--- src/rtl/message_composer_if.sv ---
// Bundles the keyboard, receive, transmit and screen-text signals of the
// message composer. The composer uses the slave modport; its environment
// (keyboard decoder, laser TX/RX, text layout) uses master.
interface message_composer_if #(
  parameter int NLINES = 5,
  parameter int NCHAR  = 16
);
  localparam int LW = NCHAR * 8;
  localparam int HW = LW * NLINES;

  logic          key_valid;
  logic [7:0]    key_ascii;
  logic          rx_valid;
  logic [LW-1:0] rx_line;
  logic          tx_ready;
  logic          tx_valid;
  logic [LW-1:0] tx_data;
  logic [LW-1:0] keyboard;
  logic [HW-1:0] messageout;
  logic [HW-1:0] messagein;

  modport master (
    output key_valid, key_ascii, rx_valid, rx_line, tx_ready,
    input  tx_valid, tx_data, keyboard, messageout, messagein
  );

  modport slave (
    input  key_valid, key_ascii, rx_valid, rx_line, tx_ready,
    output tx_valid, tx_data, keyboard, messageout, messagein
  );
endinterface

--- src/rtl/message_composer.sv ---
// Chat text builder: assembles typed characters into a right-justified
// keyboard line, commits finished lines to the outgoing history and the
// laser transmitter, and scrolls received lines into the incoming history.
module message_composer #(
  parameter int NLINES = 5,
  parameter int NCHAR  = 16
) (
  input  logic clock_65mhz,
  input  logic reset,
  message_composer_if.slave bus
);
  localparam int LW = NCHAR * 8;
  localparam int HW = LW * NLINES;
  localparam int CW = $clog2(NCHAR + 1);

  localparam logic [LW-1:0] BLANK_LINE = {NCHAR{8'h20}};
  localparam logic [HW-1:0] BLANK_HIST = {(NLINES * NCHAR){8'h20}};
  localparam logic [CW-1:0] FULL       = CW'(NCHAR);

  localparam logic [7:0] KEY_BS    = 8'h08;
  localparam logic [7:0] KEY_ENTER = 8'h0D;

  typedef enum logic {IDLE, SEND} tx_state_t;

  tx_state_t     state;
  logic [CW-1:0] count;
  logic          tx_valid_q;
  logic [LW-1:0] tx_data_q;
  logic [LW-1:0] keyboard_q;
  logic [HW-1:0] messageout_q;
  logic [HW-1:0] messagein_q;

  logic printable;
  assign printable = (bus.key_ascii >= 8'h20) && (bus.key_ascii <= 8'h7E);

  // Key decode, commit, TX handshake and receive scroll, all on one edge.
  // The handshake test reads the pre-edge state, so an Enter arriving in the
  // same cycle as tx_ready while in SEND is dropped rather than committed.
  always_ff @(posedge clock_65mhz or posedge reset) begin
    if (reset) begin
      state        <= IDLE;
      count        <= '0;
      tx_valid_q   <= 1'b0;
      tx_data_q    <= BLANK_LINE;
      keyboard_q   <= BLANK_LINE;
      messageout_q <= BLANK_HIST;
      messagein_q  <= BLANK_HIST;
    end else begin
      if (state == SEND && bus.tx_ready) begin
        state      <= IDLE;
        tx_valid_q <= 1'b0;
      end

      if (bus.key_valid) begin
        if (printable) begin
          if (count < FULL) begin
            keyboard_q <= {keyboard_q[LW-9:0], bus.key_ascii};
            count      <= count + 1'b1;
          end
        end else if (bus.key_ascii == KEY_BS) begin
          if (count != '0) begin
            keyboard_q <= {8'h20, keyboard_q[LW-1:8]};
            count      <= count - 1'b1;
          end
        end else if (bus.key_ascii == KEY_ENTER) begin
          if (count != '0 && state == IDLE) begin
            tx_data_q    <= keyboard_q;
            messageout_q <= {keyboard_q, messageout_q[HW-1:LW]};
            keyboard_q   <= BLANK_LINE;
            count        <= '0;
            state        <= SEND;
            tx_valid_q   <= 1'b1;
          end
        end
      end

      if (bus.rx_valid) begin
        messagein_q <= {bus.rx_line, messagein_q[HW-1:LW]};
      end
    end
  end

  assign bus.tx_valid   = tx_valid_q;
  assign bus.tx_data    = tx_data_q;
  assign bus.keyboard   = keyboard_q;
  assign bus.messageout = messageout_q;
  assign bus.messagein  = messagein_q;
endmodule

--- src/flat_wrapper.sv ---
// flat-port wrapper written by rule: the top's interface ports become plain ports
module message_composer_flat 
#(
  parameter int NLINES = 5,
  parameter int NCHAR  = 16
)
  (clock_65mhz, reset, bus_key_valid, bus_key_ascii, bus_rx_valid, bus_rx_line, bus_tx_ready, bus_tx_valid, bus_tx_data, bus_keyboard, bus_messageout, bus_messagein);
  message_composer_if #(.NLINES(NLINES), .NCHAR(NCHAR)) bus_i ();
  input  logic clock_65mhz;
  input  logic reset;
  input wire logic [$bits(bus_i.key_valid)-1:0] bus_key_valid;
  input wire logic [$bits(bus_i.key_ascii)-1:0] bus_key_ascii;
  input wire logic [$bits(bus_i.rx_valid)-1:0] bus_rx_valid;
  input wire logic [$bits(bus_i.rx_line)-1:0] bus_rx_line;
  input wire logic [$bits(bus_i.tx_ready)-1:0] bus_tx_ready;
  output wire logic [$bits(bus_i.tx_valid)-1:0] bus_tx_valid;
  output wire logic [$bits(bus_i.tx_data)-1:0] bus_tx_data;
  output wire logic [$bits(bus_i.keyboard)-1:0] bus_keyboard;
  output wire logic [$bits(bus_i.messageout)-1:0] bus_messageout;
  output wire logic [$bits(bus_i.messagein)-1:0] bus_messagein;
  assign bus_i.key_valid = bus_key_valid;
  assign bus_i.key_ascii = bus_key_ascii;
  assign bus_i.rx_valid = bus_rx_valid;
  assign bus_i.rx_line = bus_rx_line;
  assign bus_i.tx_ready = bus_tx_ready;
  assign bus_tx_valid = bus_i.tx_valid;
  assign bus_tx_data = bus_i.tx_data;
  assign bus_keyboard = bus_i.keyboard;
  assign bus_messageout = bus_i.messageout;
  assign bus_messagein = bus_i.messagein;
  message_composer #(.NLINES(NLINES), .NCHAR(NCHAR)) u_core (.clock_65mhz(clock_65mhz), .reset(reset), .bus(bus_i));
endmodule
--- config.mk ---
export PLATFORM = sky130hd
export DESIGN_NAME = message_composer_flat
export DESIGN_NICKNAME = d
export VERILOG_FILES = /design/src/rtl/message_composer_if.sv /design/src/rtl/message_composer.sv /design/src/flat_wrapper.sv
export SDC_FILE = /design/constraint.sdc
export NUM_CORES = 2
export LEC_CHECK = 0
export ABC_AREA = 1
export CAP_MARGIN = 20
export CORE_AREA = 2 2 659 661
export DETAILED_ROUTE_END_ITERATION = 8
export DIE_AREA = 0 0 661 663
export GPL_ROUTABILITY_DRIVEN = 0
export PLACE_DENSITY_LB_ADDON = 0.08
export SLEW_MARGIN = 10
export SYNTH_ARGS = -nofsm -noshare
export SYNTH_HDL_FRONTEND = slang
export SYNTH_SLANG_ARGS = --single-unit
--- constraint.sdc ---
create_clock -name clock_65mhz -period 114.8 [get_ports clock_65mhz]
set_clock_uncertainty 0.05 [all_clocks]
set_input_delay 22.96 -clock clock_65mhz [delete_from_list [all_inputs] [get_ports clock_65mhz]]
set_output_delay 22.96 -clock clock_65mhz [all_outputs]
set_load 0.01 [all_outputs]
## Word-level counts from Yosys, hierarchy flattened

Cells that the tools add are included.

- Word-level logic and storage cells: 51
- Output and inout port bits: 1,537
- Register bits: 1,543
- Bits of input ports: 141

- Mux-type cells: 24
- Bitwise logic cells: 3
- Reduce and logical (&&, ||, !) cells: 8
- Add/subtract/negate cells: 2
- Order comparisons: 3
- Equality and inequality tests: 4

Operators with widths:

| cell | number |
|---|---|
| two-way mux 128 bit | 6 |
| two-way mux 5 bit | 6 |
| equality test 8 x 4 -> 1 bit, second input constant | 2 |
| two-way mux 1 bit | 12 |
| AND reduction 5 bit | 2 |
| >= comparator 8 x 6 -> 1 bit, second input constant | 1 |
| less-or-equal comparator 8 x 7 -> 1 bit, second input constant | 1 |
| nonzero test 3 bit | 2 |
| adder 5 x 1 -> 5 bit, second input constant | 1 |
| < comparator 5 bit, second input constant | 1 |
| nonzero test 5 bit | 1 |
| subtractor 5 x 1 -> 5 bit, second input constant | 1 |
| logical AND 1 bit | 3 |
| != test 3 x 2 -> 1 bit, second input constant | 1 |
| NOT 1 bit | 3 |
| != test 2 bit, second input constant | 1 |

## Longest topological paths before layout

- Depth in word-level cells: 7
- Depth in mapped cells: 12
- Gate-level depth less buffers: 9

## Worst setup path before layout

OpenSTA, ideal clock, no wires.

- Path type: input to register
- Start: input bus_rx_valid
- End: register u_core.messagein_q[62] (netlist: u_core.bus.messagein[62])
- Path buffers: 5
- Stages: 6
- Slack: 90.432 ns
- Required time: 114.613 ns
- Data arrival time: 24.181 ns
- Library setup time: 0.137 ns
- Cells stage by stage: buf_2 > buf_2 > clkbuf_1 > clkbuf_1 > buf_1 > a21oi_1

RTL lines:

| item | RTL line | text |
|---|---|---|
| start: declaration | flat_wrapper.sv:13 | `input wire logic [$bits(bus_i.rx_valid)-1:0] bus_rx_valid;` |
| end signal: assignment | message_composer.sv:78 | `messagein_q <= {bus.rx_line, messagein_q[HW-1:LW]};` |
| end: declaration | message_composer.sv:31 | `logic [HW-1:0] messagein_q;` |

No word-level cell between the ends.

==> metrics.txt <==
clock sinks between 1000 and 1500; CP Class in2async; fill cell count 47680; Seq/Total Area, Yosys 0.6332; post-route ant nets 0; max incr delay on CP between 0.8 and 0.9 ns; switch share 0.2838; port bufs between 1500 and 2000; DP Wirelength roughly 270000 um; PwrDens 16.02 mW/mm^2; most frequent CP cell buf_4; Int Pwr 969.8 uW; worst slew pin tran approximately 1.3 ns; Startpoint Class input port; WP data required 115.55 ns; multi-input logic area roughly 0.017 sq mm; Skew-Pair Late Insertion Delay roughly 0.90 ns; Peak VDD IR around 0.000011 V; wire per inst 26.24 um; worst relative slew slack 0.1066; first-pass GRT wire length approximately 470000 um; layout cell share with drive strength beyond 1 0.08654; crit share post-route 0.2409; die height 663 um; FF-to-FF path depth 10; HP Class reg2reg; Leakage a little under 0.04 uW; Sw Pwr a little under 400 uW; CP max FO between 100 and 150; Comb power frac 0.125; outcome finished clean; largest net degree at the start of global routing around 190; slowest stage cell, crit path buf_4; Max Clock Freq around 36 MHz; TritonCTS clock tree built; core region area 0.4321 sq mm; number of global-route vias before repair between 40000 and 50000; Final Slew Violations 0; Setup Fix Bufs, Post-CTS 0; Ports between 1500 and 2000; total number of vias 47080; Starting Density 0.1302; CP Launch Point reset; post-synth net total between 6000 and 7000; Clk pwr share 0.462; storage element area ~0.036 sq mm; All-Layer GR Usage 0.1557; Final min period around 28 ns; Seq pwr share 0.413; Pre-antenna DRT Iters 6; r2r startpoint u_core.state$_DFF_PP0_; Die Area about 0.44 sq mm; Avg Synthesized Cell Area about 9.2 sq um; grt ovf 0; DRT iter0 DRCs 3135; commonest non-fill, non-tap cells in the layout 2668 x nand2_1, 1676 x clkdlybuf4s50_1, 1239 x dfrtp_1, 296 x inv_1, 274 x o21ai_0; Max Cap Viol 0; CTS resizes 0; Synth Cell Area 0.05627 sq mm; Worst setup EP type async pin; antenna violations before repair 54; Hold WS 0.3898 ns; Net count, final 7682; count of cell types in the netlist 23; CTS Buf Count approximately 200; flop and latch count out of synthesis 1415; Reg clk slew, reported paths ~0.060 ns; clock tree buffer depth 4; worst-path cell chain clkdlybuf4s50_1, inv_8, buf_4, buf_4, buf_4, buf_12, buf_4, buf_4; Syn Inst Count 6093; area delta synth->final 50.20%; H-tree levels 4; commonest non-fill, non-tap cell in the layout nand2_1; Hold Fails Final Rpt 0; WL final between 300000 and 400000 um; Arrival @ worst endpoint 28.40 ns; endpoints failing setup 0; RSZ-0062 raised after global routing no; Rows around 240; Min-Delay Path Depth 2; DR vias/cell 3.499; Synth warnings 0; Remaining DRCs 0; Final TNS setup 0 ns; CTS root buffer clkbuf_16; min-delay src u_core.bus.messageout[222]$_DFFE_PP0P_; die width 661 um; hold_buf cts 0
==> state kept, by name (all words and copies together), names as in the netlist <==
name                   cells
u_core.bus.keyboard      128
u_core.count               5
u_core.state               1
u_core.bus.messagein     640
u_core.bus.messageout    640
u_core.bus.tx_valid        1
==> layer usage <==
| metal | wire length [um] | track usage | part of all wire | vias up |
|---|---|---|---|---|
| met1 | 138300 | 0.1789 | 0.39 | 23530 |
| met3 | 24320 | 0.04497 | 0.069 | 379 |
| li1 | - | - | - | 21950 |
| met4 | 11550 | 0.04711 | 0.033 | 0 |
| met5 | 0 | 0 | 0 | - |
| met2 | 178800 | 0.2767 | 0.51 | 1226 |
==> path summary, 6_finish.rpt <==
| kind | to | slack [ns] |
|---|---|---|
| max | u_core.bus.messagein[470]$_DFFE_PP0P_ | 87.15 |
| min | u_core.bus.messageout[94]$_DFFE_PP0P_ | 0.39 |
| max reg2reg | u_core.bus.messageout[202]$_DFFE_PP0P_ | 110.29 |
| min reg2reg | u_core.bus.messageout[94]$_DFFE_PP0P_ | 0.39 |
| max in group clock_65mhz | u_core.bus.messagein[518]$_DFFE_PP0P_ | 87.74 |
| min in group asynchronous | u_core.bus.messageout[64]$_DFFE_PP0P_ | 22.55 |
==> logic make-up (layout without fill, tap and decap cells) <==
kind of cell / Yosys count / count (layout) / synth area share
AND/OR/NAND/NOR: 3219 / 3219 / 0.2242
flip-flops: 1415 / 1415 / 0.6332
buffers and inverters: 796 / 2410 / 0.06904
AO/OA/AOI/OAI: 531 / 531 / 0.04723
multiplexers: 128 / 128 / 0.02561
adder cells (fa/ha/maj): 2 / 2 / 0.0004446
XOR/XNOR: 2 / 2 / 0.0003113
other: 0 / 11 / 0
==> cell type report <==
cell class	count	area share
Inverter	302	0.01362
Tap cell	5734	0.08488
Timing Repair Buffer	1739	0.2049
Sequential cell	1415	0.4215
Antenna cell	11	0.0003257
Multi-Input combinational cell	3882	0.1989
Clock buffer	336	0.07156
Clock inverter	33	0.004278
==> critical path, delay by kind of cell <==
kind / cells / cell delay (ns)
buffers and inverters: 8 / 5.09
==> power by group through the flow <==
stage | combinational, uW | clock [uW] | sequential (uW)
final | 169 | 626 | 559
after global routing | 182 | 671 | 564
after CTS | 175 | 655 | 560
after detailed placement | 175 | 0 | 569
after global placement | 175 | 0 | 568
after floorplan | 46.2 | 0 | 575
==> stage by stage <==
stage	worst slack (ns)	utilization	power (uW)	cells	area (sq um)
global placement	85.91	0.1807	742.5	13070	78080
detailed placement	85.82	0.1807	743.3	13070	78080
CTS	86.80	0.1955	1390	13440	84490
finish	87.15	0.1956	1354	13450	84520
global route	86.33	0.1956	1417	13440	84490
floorplan	52.18	-	621.5	6093	56270
==> cells in the mapped netlist (all sizes together) <==
library cell	number	share of area
ha	2	0.00044
buf	352	0.039
nor3b	2	0.00027
a21oi	257	0.023
nand4	128	0.014
nand3	149	0.013
dfstp	176	0.082
nor2	270	0.018
o21ai	274	0.024
nand2	2669	0.18
inv	302	0.020
xor2	2	0.00031
dfrtp	1239	0.55
clkbuf	142	0.0095
mux2	128	0.026
or2	1	0.00011
No activity file was read; power rests on OpenSTA's default activity.
